<file path="src/rtl/div_unit_pkg.sv">
// Shared constants for the iterative divider: operand width, RISC-V op encodings
// and a small sign helper used by the result fix-up.
package div_unit_pkg;

    localparam int DATA_WIDTH = 32;

    localparam logic [1:0] OP_DIV  = 2'b00;
    localparam logic [1:0] OP_DIVU = 2'b01;
    localparam logic [1:0] OP_REM  = 2'b10;
    localparam logic [1:0] OP_REMU = 2'b11;

    localparam logic [DATA_WIDTH-1:0] SIGN_MIN = {1'b1, {(DATA_WIDTH-1){1'b0}}};

    function automatic logic [DATA_WIDTH-1:0] cond_neg(input logic neg,
                                                       input logic [DATA_WIDTH-1:0] val);
        return neg ? -val : val;
    endfunction

endpackage

</file>
<file path="src/rtl/div_unit.sv">
// Radix-2 restoring divider for DIV/DIVU/REM/REMU: one quotient bit per cycle on
// operand magnitudes, sign fix-up at the end, and a registered register-file write.
module div_unit
    import div_unit_pkg::*;
(
    input  logic                  clk,
    input  logic                  rst_n,
    input  logic                  start_i,
    input  logic [1:0]            op_i,
    input  logic [DATA_WIDTH-1:0] rs1_i,
    input  logic [DATA_WIDTH-1:0] rs2_i,
    input  logic [4:0]            rd_i,
    output logic                  busy_o,
    output logic                  done_o,
    output logic                  regfile_we_o,
    output logic [4:0]            regfile_waddr_o,
    output logic [DATA_WIDTH-1:0] regfile_data_o
);

    localparam logic [1:0] S_IDLE = 2'd0;
    localparam logic [1:0] S_CALC = 2'd1;
    localparam logic [1:0] S_DONE = 2'd2;
    localparam logic [4:0] CNT_FIRST = 5'd31;

    logic [1:0]            r_state;
    logic [4:0]            r_cnt;
    logic [DATA_WIDTH-1:0] r_quo;
    logic [DATA_WIDTH-1:0] r_rem;
    logic [DATA_WIDTH-1:0] r_dvs;
    logic [4:0]            r_rd;
    logic                  r_is_rem;
    logic                  r_neg_q;
    logic                  r_neg_r;
    logic                  r_busy;
    logic                  r_done;
    logic                  r_we;
    logic [4:0]            r_waddr;
    logic [DATA_WIDTH-1:0] r_data;

    logic                  w_signed;
    logic                  w_is_rem;
    logic                  w_div0;
    logic                  w_ovf;
    logic                  w_special;
    logic                  w_rs1_neg;
    logic                  w_rs2_neg;
    logic [DATA_WIDTH-1:0] w_special_data;
    logic [DATA_WIDTH:0]   w_rem_sh;
    logic [DATA_WIDTH:0]   w_diff;
    logic                  w_fit;
    logic [DATA_WIDTH-1:0] w_rem_next;
    logic [DATA_WIDTH-1:0] w_quo_next;
    logic [DATA_WIDTH-1:0] w_calc_data;
    logic [1:0]            w_next;
    logic [4:0]            w_fin_rd;
    logic [DATA_WIDTH-1:0] w_fin_data;

    // Request decode: special cases bypass CALC and finish one cycle after start.
    assign w_signed  = (op_i == OP_DIV) || (op_i == OP_REM);
    assign w_is_rem  = (op_i == OP_REM) || (op_i == OP_REMU);
    assign w_div0    = (rs2_i == '0);
    assign w_ovf     = w_signed && (rs1_i == SIGN_MIN) && (rs2_i == '1);
    assign w_special = w_div0 || w_ovf;
    assign w_rs1_neg = w_signed && rs1_i[DATA_WIDTH-1];
    assign w_rs2_neg = w_signed && rs2_i[DATA_WIDTH-1];
    assign w_special_data = w_div0 ? (w_is_rem ? rs1_i : '1)
                                   : (w_is_rem ? '0 : SIGN_MIN);

    // One restoring step: shift in the next dividend bit, keep the difference if it fits.
    assign w_rem_sh    = {r_rem, r_quo[DATA_WIDTH-1]};
    assign w_diff      = w_rem_sh - {1'b0, r_dvs};
    assign w_fit       = ~w_diff[DATA_WIDTH];
    assign w_rem_next  = w_fit ? w_diff[DATA_WIDTH-1:0] : w_rem_sh[DATA_WIDTH-1:0];
    assign w_quo_next  = {r_quo[DATA_WIDTH-2:0], w_fit};
    assign w_calc_data = r_is_rem ? cond_neg(r_neg_r, w_rem_next)
                                  : cond_neg(r_neg_q, w_quo_next);

    // NOTE: every always_comb output is given a default first so no latch can be inferred.
    always_comb begin
        w_next     = r_state;
        w_fin_rd   = '0;
        w_fin_data = '0;
        case (r_state)
            S_IDLE: begin
                if (start_i) begin
                    if (w_special) begin
                        w_next     = S_DONE;
                        w_fin_rd   = rd_i;
                        w_fin_data = w_special_data;
                    end else begin
                        w_next = S_CALC;
                    end
                end
            end
            S_CALC: begin
                if (r_cnt == '0) begin
                    w_next     = S_DONE;
                    w_fin_rd   = r_rd;
                    w_fin_data = w_calc_data;
                end
            end
            default: w_next = S_IDLE;
        endcase
    end

    // NOTE: sequential state is written with <= only, so every flop samples pre-edge values.
    always_ff @(posedge clk or negedge rst_n) begin
        if (!rst_n) begin
            r_state  <= S_IDLE;
            r_cnt    <= '0;
            r_quo    <= '0;
            r_rem    <= '0;
            r_dvs    <= '0;
            r_rd     <= '0;
            r_is_rem <= 1'b0;
            r_neg_q  <= 1'b0;
            r_neg_r  <= 1'b0;
            r_busy   <= 1'b0;
            r_done   <= 1'b0;
            r_we     <= 1'b0;
            r_waddr  <= '0;
            r_data   <= '0;
        end else begin
            r_state <= w_next;
            if (r_state == S_IDLE && start_i && !w_special) begin
                r_cnt    <= CNT_FIRST;
                r_quo    <= cond_neg(w_rs1_neg, rs1_i);
                r_rem    <= '0;
                r_dvs    <= cond_neg(w_rs2_neg, rs2_i);
                r_rd     <= rd_i;
                r_is_rem <= w_is_rem;
                r_neg_q  <= w_rs1_neg ^ w_rs2_neg;
                r_neg_r  <= w_rs1_neg;
            end else if (r_state == S_CALC) begin
                r_cnt <= r_cnt - 5'd1;
                r_quo <= w_quo_next;
                r_rem <= w_rem_next;
            end
            r_busy  <= (w_next != S_IDLE);
            r_done  <= (w_next == S_DONE);
            r_we    <= (w_next == S_DONE) && (w_fin_rd != '0);
            r_waddr <= w_fin_rd;
            r_data  <= w_fin_data;
        end
    end

    assign busy_o          = r_busy;
    assign done_o          = r_done;
    assign regfile_we_o    = r_we;
    assign regfile_waddr_o = r_waddr;
    assign regfile_data_o  = r_data;

endmodule

</file>
<file path="config.mk">
export PLATFORM = sky130hd
export DESIGN_NAME = div_unit
export DESIGN_NICKNAME = d
export VERILOG_FILES = /design/src/rtl/div_unit_pkg.sv /design/src/rtl/div_unit.sv
export SDC_FILE = /design/constraint.sdc
export NUM_CORES = 1
export LEC_CHECK = 0
export CAP_MARGIN = 20
export CORE_MARGIN = 2
export CORE_UTILIZATION = 45
export DETAILED_ROUTE_END_ITERATION = 10
export PLACE_DENSITY = 0.68
export SLEW_MARGIN = 10
export SYNTH_ARGS = -nofsm -noshare
export SYNTH_HDL_FRONTEND = slang
export SYNTH_SLANG_ARGS = --single-unit
</file>
<file path="constraint.sdc">
create_clock -name clk -period 4.7 [get_ports clk]
set_input_delay 0.94 -clock clk [delete_from_list [all_inputs] [get_ports clk]]
set_output_delay 0.94 -clock clk [all_outputs]
set_load 0.02 [all_outputs]
</file>
# Word-level counts from Yosys, hierarchy flattened
# Cells that the tools add are included.
# word_totals
reg_bits	151
input_bits	74
output_inout_bits	40
# op_classes
n_mux	27
n_eq_ne	6
add_sub_neg	6
bitwise	2
n_reduce_logical	18
# op_table
operator	n
$mux 32	16
$neg 32->32	4
$eq 32x32->1 const B	2
$pmux 32 s2	1
$sub 33x32->33	1
$logic_not 32->1	1
$mux 5	5
$pmux 5 s2	1
$logic_and 1x1->1	7
$eq 2x2->1 const B	3
$mux 2	3
$logic_not 5->1	1
$reduce_bool 5->1	1
$sub 5x1->5 const B	1
$logic_not 2->1	2
$pmux 2 s2	1
$reduce_bool 2->1	2
$logic_or 1x1->1	3
$eq 2x1->1 const B	1
$logic_not 1->1	1
$not 1->1	1
$xor 1x1->1	1

# Longest topological paths before layout
# logic_depth
depth_word	10
mapped_depth	21
depth_no_buf	18

# Least setup slack after synthesis
# No wires, ideal clock.
# synth_timing
path_kind	register to register
startpoint	register r_rem[20]
endpoint	register r_data[24], in the netlist regfile_data_o[24]
path_slack_ps	-103
stages_incl_launch_ff	21
arrival_ps	4721
path_buffers	4
path_cell_list	dfrtp_1 > ha_1 > buf_4 > nand4_2 > or2_4 > or4_4 > o32a_1 > a21oi_4 > nor2_8 > clkinv_4 > clkbuf_1 > buf_2 > buf_2 > ha_1 > nand2_1 > or4_1 > o21ai_0 > xnor2_1 > o21ai_0 > a31o_2 > o21ai_0
# synth_between
elab_chain_cells	7
# synth_lines
element	line	source
from (decl)	div_unit.sv:28	logic [DATA_WIDTH-1:0] r_rem;
from (signal assigned)	div_unit.sv:137	r_rem <= w_rem_next;
$sub 33x32->33	div_unit.sv:71	assign w_diff = w_rem_sh - {1'b0, r_dvs};
$mux 32 or $not 1->1 (tied branches)	div_unit.sv:73, div_unit.sv:72	
$neg 32->32	div_unit_pkg.sv:16	return neg ? -val : val;
$mux 32	div_unit_pkg.sv:16	
$mux 32 *	div_unit.sv:75	assign w_calc_data = r_is_rem ? cond_neg(r_neg_r, w_rem_next)
$mux 32 *	div_unit.sv:96	if (r_cnt == '0) begin
$pmux 32 s2 *	div_unit.sv:83	case (r_state)
net w_fin_data[24]	div_unit.sv:56	logic [DATA_WIDTH-1:0] w_fin_data;
to (signal assigned)	div_unit.sv:143	r_data <= w_fin_data;
to (decl)	div_unit.sv:38	logic [DATA_WIDTH-1:0] r_data;
# Mark *: on every way through the listed nets, which the timed path passes. The rest lies on a longest branch.
# A chain may end at the register's enable or synchronous reset.

# Worst setup path after layout
# layout_timing
startpoint	register r_rem[8]
endpoint	register r_data[25], in the netlist regfile_data_o[25]
# Same word-level chain as after synthesis.

==> results by group <==
Place
  – Gpl congestion: 0.8863
  – Post-DP Area: 13410 sq um
  – Dpl hpwl: 27700 um
  – Number of buffers added on ports: 113
  – Pre-CTS WS: 0.07282 ns

Layout
  – Fill cells: 2434
  – Storage cell area: 3779 sq um
  – Footprint of the multi-input gates: 7470 sq um
  – Syn-to-layout area delta: 18.82%
  – Design area: 14010 sq um
  – Number of diodes: 0
  – Fraction of layout cells with a size suffix above 1: 7.678%
  – Layout Nets: 1702

Die
  – Core Region: 25910 sq um
  – Die area: 27520 sq um
  – Die Y: 165.9 um
  – Boundary pin count: 114
  – Die X: 165.9 um
  – Row Count: 59
  – Starting Density: 45.51%

STA
  – Setup WS post-layout: 0.2545 ns
  – Min Tclk post-route: 4.445 ns
  – Final Hold Viols: 0
  – Tightest Pin Transition: 1.043 ns
  – Crit share post-route: 94.58%
  – Achievable clock frequency: 224.9 MHz
  – Max_slew headroom: 30.44%
  – Setup Skew: 0.01112 ns
  – Final setup TNS: 0 ns
  – Final count of negative-setup-slack endpoints: 0
  – RSZ-0062 raised after global routing: false
  – Max-slew violations: 0

Detailed routing
  – Initial drt markers: 1070
  – Post-DRT Antenna Nets: 0
  – Routed WL: 37080 um
  – DRC viols: 0
  – Vias: 11600
  – Post-DR vias/cell: 5.987
  – Drt first pass iters: 5
  – Wirelength per Cell: 19.14 um

Synthesis
  – Main area contributors after synthesis: dfrtp_1 (32%), o21ai_0 (7.3%), nand2_1 (6.3%)
  – Most numerous cell in the Yosys netlist: nand2_1
  – Synth cell count leaders: nand2_1 (198), o21ai_0 (173), dfrtp_1 (151)
  – Yosys reg bits: 151
  – Synth top area share: 32.04%
  – Warnings, synthesis: 0
  – Seq/Total Area, Yosys: 32.04%
  – Synthesized area per cell: 7.899 sq um
  – Synth Cell Area: 11790 sq um
  – Cell taking the most area after synthesis: dfrtp_1
  – Syn_nets: 1606
  – EDFF count, synth: 0
  – Cell count after synthesis: 1493
  – Synth cell types: 81
  – Ys flop type: dfrtp_1
  – Async SR Flop Fraction: 100.0%

GRT
  – Largest net degree at the start of global routing: 103
  – First-pass GRT wire length: 60090 um
  – Vias in the first global route: 11260
  – Antenna violations before repair: 0
  – GR Overflow Total: 0
  – GRT Util Overall: 26.82%

Critical path
  – Crit start category: flip-flop
  – Reg2reg path depth: 14
  – CP max FO: 18
  – R2r setup slk: 0.25 ns
  – RR Startpoint: r_rem[8]
  – Worst-path cell chain: ha_1 > a211o_1 > a211oi_1 > o31a_1 > o32a_1 > a21oi_4 > nor2_8 > clkinv_4 > buf_4 > o31a_1 > or3_1 > o31ai_1 > xor2_1 > o221ai_1
  – Critical Path Sink Type: flip-flop
  – Req. time, crit path: 4.97 ns
  – FF-to-FF End: regfile_data_o[25]
  – Worst Path Class, Setup: reg -> reg
  – Max stage delay cell, worst path: or3_1
  – CP most frequent cell: o31a_1
  – Crit path DAT: 4.72 ns
  – Slowest cell delay on critical path: 0.50 ns

Clock network
  – CTS tree: yes
  – CTS resizes: 0
  – Clock Pin Slew Worst Setup and Hold Paths: 0.07 ns
  – Root Buffer: clkbuf_16
  – Post-CTS setup buffers: 0
  – Clock sink total: 151
  – H-tree levels: 4
  – Hold Buf Count CTS: 0
  – Num CTS Buffers: 17
  – CTS max path bufs: 2
  – Clock latency on the worst-skew pair: 0.43 ns

Power
  – Maximum vdd drop: 422.4 uV
  – Leak pwr: 5.595 nW
  – Tot Pwr: 12.26 mW
  – Pwr dens: 875.0 nW/um^2

Worst hold path
  – Min-delay worst type: reg -> reg
  – WHS Path Cells: 2
  – Hold EP: r_rd[0]
  – Hold Crit Start: r_rd[0]

Outcome
  – Run status: complete, no violations

Job
  – Max-cap violations: 0
-- cells in the final DEF (no fill, tap or decap), types with 29 or more instances in the layout --
master,instances
inv_1,51
nand3_1,50
nand2_1,197
a21oi_1,82
a31oi_1,38
o21ai_0,172
buf_4,51
xor2_1,58
ha_1,38
nor3_1,36
dfrtp_1,151
nor2_1,121
xnor2_1,84
clkdlybuf4s50_1,112
o31ai_1,29
-- through the flow --
| step | instances | util (%) | hold slack [ns] |
|---|---|---|---|
| 3_3_place_gp | 1905 | 51.76 | 0.4587 |
| 2_1_floorplan | 1493 | - | 0.4453 |
| 5_1_grt | 1937 | 54.08 | 0.5257 |
| 4_1_cts | 1937 | 54.04 | 0.4787 |
| 6_report | 1937 | 54.08 | 0.4801 |
| 3_5_place_dp | 1905 | 51.76 | 0.4628 |
-- state kept, by name, summed over array words and instances (netlist names) --
register / count
regfile_we_o: 1
r_rd: 5
r_is_rem: 1
r_neg_q: 1
r_rem: 32
r_state: 2
r_neg_r: 1
busy_o: 1
regfile_waddr_o: 5
r_cnt: 5
r_dvs: 32
r_quo: 32
done_o: 1
regfile_data_o: 32
-- power breakdown --
group	switching (mW)	internal, mW
clock network	0.635	0.751
logic	5.22	3.24
registers	0.575	1.84
-- how the worst max path moves through the flow --
stage	start	end	slack [ns]	cells past startpoint
final	r_rem[8]	regfile_data_o[25]	0.25	14
after global routing	r_rem[26]	regfile_data_o[26]	0.007	16
after CTS	r_rem[26]	regfile_data_o[26]	0.23	16
after detailed placement	rs2_i[5]	r_quo[31]	0.07	11
after global placement	rs2_i[5]	r_quo[31]	0.13	11
after floorplan	r_rem[20]	regfile_data_o[24]	0.006	20
-- per-layer routing --
layer / GRT usage (%) / routed length, um / share of wire (%) / vias to the layer above
met4: 8.620 / 983 / 2.7 / 0
met1: 37.34 / 16820 / 45 / 5567
li1: - / - / - / 5594
met5: 0 / 0 / 0 / -
met3: 4.028 / 2035 / 5.5 / 62
met2: 43.05 / 17240 / 46 / 373
-- final cells by class --
cell class                 instances  share of cell area, %
multi-input combinational       1201                  53.31
sequential                       151                  26.97
inverter                          52                  1.429
clock inverter                    15                  1.170
clock buffer                      17                  3.036
timing repair buffer             166                  11.10
tap                              335                  2.991
-- logic make-up after synthesis --
family | synth area share (%)
mux | 2.080
compound gates | 24.75
buf+inv | 4.817
xor+xnor | 10.55
fa+ha+maj | 4.202
simple gates | 21.56
flops | 32.04
-- worst max-delay path: cells and delay by family (launching register included) --
| family | cells | cell delay, ns |
|---|---|---|
| AOI/OAI and AO/OA | 8 | 2.12 |
| buffers and inverters | 2 | 0.35 |
| DFF | 1 | 0.43 |
| xor gates and xnor gates | 1 | 0.30 |
| adders and majority gates | 1 | 0.45 |
| and+or+nand+nor | 2 | 0.63 |
(Power assumes the default switching activity.)
==> RTL edit 1 (same flow settings) <==
Make the reset (`rst_n`) synchronous in one clocked block.
--- a/src/rtl/div_unit.sv
+++ b/src/rtl/div_unit.sv
@@ -106,3 +106,3 @@
     // NOTE: sequential state is written with <= only, so every flop samples pre-edge values.
-    always_ff @(posedge clk or negedge rst_n) begin
+    always_ff @(posedge clk) begin
         if (!rst_n) begin
Behaviour: differs if rst_n is asserted again (counterexample within 4 cycles, from zero or initial values and one cycle with rst_n low); with rst_n held inactive, the same outputs for 10 cycles.
==> RTL edit 1 against the original RTL <==
Routed wire length rose by 0.15%. Worst setup slack improved by 0.096 ns. Cell area fell by 3.6%. Synthesized area fell by 4.5%. Core utilization rose by 1.2 points. Clock skew rose by 0.0089 ns. Final cell count fell by 0.26%. Sequential cell count did not move. Worst hold slack got worse by 0.021 ns.
Power is not compared: it rests on default switching activity, and its combinational part moved more than twofold at a synthesized area within 25%.
==> RTL edit 1: results (changes against the original RTL) <==
[worst_setup_path]
worst_path_max_delay_cell = or3_4
endpoint = regfile_data_o[30]
ff2ff_path_depth = 22  ; +8
cp.arrival_ns = 4.66  ; -0.06 ns
crit_start = r_quo[31]
cp_slowest_stage_delay_ns = 0.45  ; -0.05 ns
r2r_slack_ns = 0.35  ; +0.10 ns
cp_max_fo = 6  ; -12
rr_startpoint = r_quo[31]

[finish]
diodes = 0  ; unchanged
fillers = 2344  ; -3.7%
finalNonFillerCells = 1932  ; -0.26%
seqCellArea_mm2 = 0.003023  ; -20%
fin_nets = 1708  ; +0.35%
drive_above_1_share = 0.07836  ; +0.001579

[logic_synthesis]
synth_nets = 1618  ; +0.75%
synth_top_area_frac = 0.2683  ; -0.05210
synth-xor-area-share = 0.1104  ; +0.004931
synth.area.top_cells = dfxtp_1, xnor2_1, nor2_1, nand2_1, a21oi_1
ys_types = 79  ; -2.5%
synth-compound-area-share = 0.2552  ; +0.007687
yosys-top-cells-count = nor2_1, nand2_1, dfxtp_1
synthMuxAreaShare = 0.03476  ; +0.01397
syn_avg_cell_area_um2 = 7.486  ; -5.2%
yosysMostFrequentCell = nor2_1
synthArstFlopShare = 0  ; -1.000
yosysSeqAreaShare = 0.2683  ; -0.05210
synthAdderAreaFrac = 0.04398  ; +0.001965

[grt]
grt_use_total = 0.2812  ; +0.01300
first_global_vias = 10955  ; -2.7%
antenna_found_initial = 0  ; unchanged
grt_max_degree = 95  ; -7.8%
grt_pass1_wl_um = 58930  ; -1.9%

[placed_design]
post-place-ws_ns = 0.09726  ; +0.02444 ns
dp_hpwl_um = 27830  ; +0.45%
place.gp.congestion = 0.9473  ; +6.9%
place_area_mm2 = 0.01281  ; -4.5%
place.port_buffers = 113  ; unchanged

[drt]
vias_per_cell = 5.991  ; about the same
drtIter0Drc = 978  ; -8.6%
first_pass_iters = 5  ; unchanged
wl_per_cell_um = 19.22  ; +0.41%

[status]
status = finished, final reports clean

[power_and_ir_drop]
vdd_drop_max_mv = 0.3346

[clocking]
clockBufferDepth = 2  ; unchanged
htreeDepth = 4  ; unchanged
cts.reportedPaths.clkPinSlew_ns = 0.07  ; about the same
clk_latency_ns = 0.45  ; +0.02 ns

[sta]
tightest_slew_ns = 1.022  ; -0.02133 ns
whs_ns = 0.4587  ; -0.02139 ns
finalCriticalPeriod_ns = 4.349  ; -0.09630 ns
fin_worst_skew_ns = 0.02003  ; +0.008916 ns

[worst_hold_path]
min_path_type = reg -> reg

[RTL edit 1: what timing repair did]
| action | CTS | global route |
|---|---|---|
| setup endpoints to repair | 0 | 9 |
| resized for setup | 0 | 11 |
| buffers inserted | 0 | 1 |
[RTL edit 1: cell families after synthesis]
family,Yosys count
buffers and inverters,153
adder cells (fa/ha/maj),39
AND/OR/NAND/NOR,552
AO/OA/AOI/OAI,431
flip-flops,151
XOR/XNOR,142
multiplexers,37
[RTL edit 1: per-layer routing]
metal | wire length (um) | track usage
met5 | 0 | 0
met4 | 837 | 0.08447
met3 | 2428 | 0.04060
met2 | 16940 | 0.4513
met1 | 16930 | 0.3916
[RTL edit 1: power breakdown]
| part | internal, mW | switching, mW |
|---|---|---|
| Sequential | 1.38 | 0.110 |
| Combinational | 0.924 | 1.47 |
| Clock | 0.764 | 0.678 |
[RTL edit 1: worst min-delay path by stage]
stage                         start   endpoint  cells after the start
final                     r_dvs[31]  r_dvs[31]                      2
after global routing      r_dvs[31]  r_dvs[31]                      2
after CTS                 r_dvs[31]  r_dvs[31]                      2
after detailed placement  r_dvs[31]  r_dvs[31]                      2
after global placement    r_dvs[31]  r_dvs[31]                      2
after floorplan           r_dvs[31]  r_dvs[31]                      2
[RTL edit 1: area by class of cell]
| class | count | share of cell area |
|---|---|---|
| Timing Repair Buffer | 161 | 0.1146 |
| Multi-Input combinational cell | 1201 | 0.5700 |
| Sequential cell | 151 | 0.2237 |
| Inverter | 63 | 0.01750 |
| Tap cell | 324 | 0.03001 |
| Clock inverter | 15 | 0.01269 |
| Clock buffer | 17 | 0.03149 |
[RTL edit 1: worst max-delay path: cells and delay by family, from the launching register on]
kind                       cells  cell delay, ns
AOI/OAI and AO/OA              8            1.44
and+or+nand+nor                6            1.16
adders and majority gates      3            0.75
DFF                            1            0.35
buffers and inverters          4            0.34
xor gates and xnor gates       1            0.16
==> RTL edit 2 (same flow settings) <==
Made on the original files. `DATA_WIDTH`: 32 -> 48.
--- a/src/rtl/div_unit_pkg.sv
+++ b/src/rtl/div_unit_pkg.sv
@@ -4,3 +4,3 @@
 
-    localparam int DATA_WIDTH = 32;
+    localparam int DATA_WIDTH = 48;
 
Interface: changed (resized regfile_data_o, rs1_i and rs2_i); port bits go from 114 to 162. The function was not compared with the original's and may differ.
==> RTL edit 2 against the original RTL <==
The run now ends with negative setup slack left. Cell area increased by 60%. Sequential cell count increased by 64. Synthesized area increased by 47%. Critical path depth increased by 4. Routed wire length increased by 62%. Worst hold slack got worse by 0.026 ns. Worst setup slack got worse by 0.34 ns.
Power is left out: the tool's default activity adds up to more than one toggle a clock period on the data nets, which glitch-free logic cannot reach.
==> RTL edit 2: results (changes against the original RTL) <==
[worst_hold_path]
min_path_type = in -> async

[sta]
finalSetupViolations = 6  ; +6
post-route-period-util = 1.019  ; +0.07308
fin_ws_ns = -0.08898  ; -0.3435 ns
slew_headroom = 0.3022  ; -0.002192
fin_worst_skew_ns = 0.01254  ; +0.001420 ns

[grt]
first_global_vias = 17213  ; +53%
grt_pass1_wl_um = 94630  ; +57%
grt_use_total = 0.2907  ; +0.02253
grt_max_degree = 105  ; +1.9%

[worst_setup_path]
worst_path_max_delay_cell = or4_1
crit_family = simple AND/OR/NAND/NOR gates
cp_max_fo = 23  ; +5
cp.arrival_ns = 5.18  ; +0.46 ns
ff2ff_path_depth = 18  ; +4
rr_startpoint = r_rem[36]
cp_slowest_stage_delay_ns = 0.53  ; +0.03 ns
r2r-end = regfile_data_o[43]

[clocking]
htreeDepth = 1  ; -3
clockBufferDepth = 3  ; +1
clk_latency_ns = 0.55  ; +0.12 ns
cts-buffers-inserted = 26  ; +9

[finish]
fillers = 3442  ; +41%
drive_above_1_share = 0.1573  ; +0.08053

[drt]
num_vias = 17822  ; +54%
first_pass_iters = 7  ; +2
wl_per_cell_um = 19.93  ; +4.1%
drtIter0Drc = 1217  ; +14%
post-route-drc-count = 0  ; unchanged

[logic_synthesis]
synth_nets = 2347  ; +46%
synth.area.top_cells = dfrtp_1, o21ai_0, xnor2_1, nand2_1, mux2i_1
ys_types = 86  ; +6.2%
yosys-top-cells-count = nand2_1, o21ai_0, dfrtp_1
yosysSeqAreaShare = 0.3102  ; -0.01027

[status]
violations = negative setup slack
status = finished, violations left

[placed_design]
dp_hpwl_um = 46320  ; +67%
place.port_buffers = 161  ; +42%

## RTL edit 2: worst min-delay path by stage
| stage | start | to | cells past startpoint | slack, ns |
|---|---|---|---|---|
| 5_1_grt | rst_n | regfile_data_o[2] | 1 | 0.52 |
| 3_3_place_gp | r_rd[1] | r_rd[1] | 1 | 0.49 |
| 6_report | rst_n | regfile_data_o[2] | 1 | 0.45 |
| 4_1_cts | rst_n | regfile_data_o[2] | 1 | 0.48 |
| 2_1_floorplan | r_rd[0] | r_rd[0] | 1 | 0.48 |
| 3_5_place_dp | r_rd[1] | r_rd[1] | 1 | 0.50 |
## RTL edit 2: stage by stage
stage	TNS (ns)	util	instance area (um^2)	setup slack [ns]	instances
2_1_floorplan	-2.495	-	17550	-0.3231	2186
3_5_place_dp	-1.771	0.5566	21060	-0.2401	2959
5_1_grt	-2.749	0.5915	22390	-0.2868	3022
6_report	-0.2993	0.5915	22390	-0.08898	3022
4_1_cts	-0.05014	0.5820	22020	-0.02420	3008
3_3_place_gp	-0.2612	0.5566	21060	-0.05808	2959
## RTL edit 2: final cells by class
class | count | area share
Clock buffer | 33 | 0.03387
Multi-Input combinational cell | 1758 | 0.5164
Sequential cell | 215 | 0.2404
Timing Repair inverter | 1 | 0.0002795
Clock inverter | 14 | 0.007154
Tap cell | 511 | 0.02856
Inverter | 83 | 0.01414
Timing Repair Buffer | 407 | 0.1592
## RTL edit 2: what timing repair did
item	CTS	global route
setup endpoints to repair	11	28
buffers inserted	2	13
gates resized for setup	5	41
pin swaps	7	30
hold endpoints to repair	0	0
gates cloned	0	1
## RTL edit 2: cells by family (layout without fill, tap and decap cells)
group | count (synthesis) | count (layout) | share of synthesized area
and+or+nand+nor | 731 | 731 | 0.2009
AOI/OAI and AO/OA | 651 | 651 | 0.2305
adders and majority gates | 55 | 55 | 0.04010
muxes | 102 | 102 | 0.05972
DFF | 215 | 215 | 0.3102
xor gates and xnor gates | 219 | 219 | 0.1106
buffers and inverters | 213 | 538 | 0.04811
## RTL edit 2: metal layers
layer / GRT usage / vias up / routed length (um)
met5: 0 / - / 0
met4: 0.1019 / 0 / 2019
met3: 0.03596 / 117 / 4684
met2: 0.4425 / 750 / 25940
met1: 0.4246 / 8468 / 27600
li1: - / 8487 / -
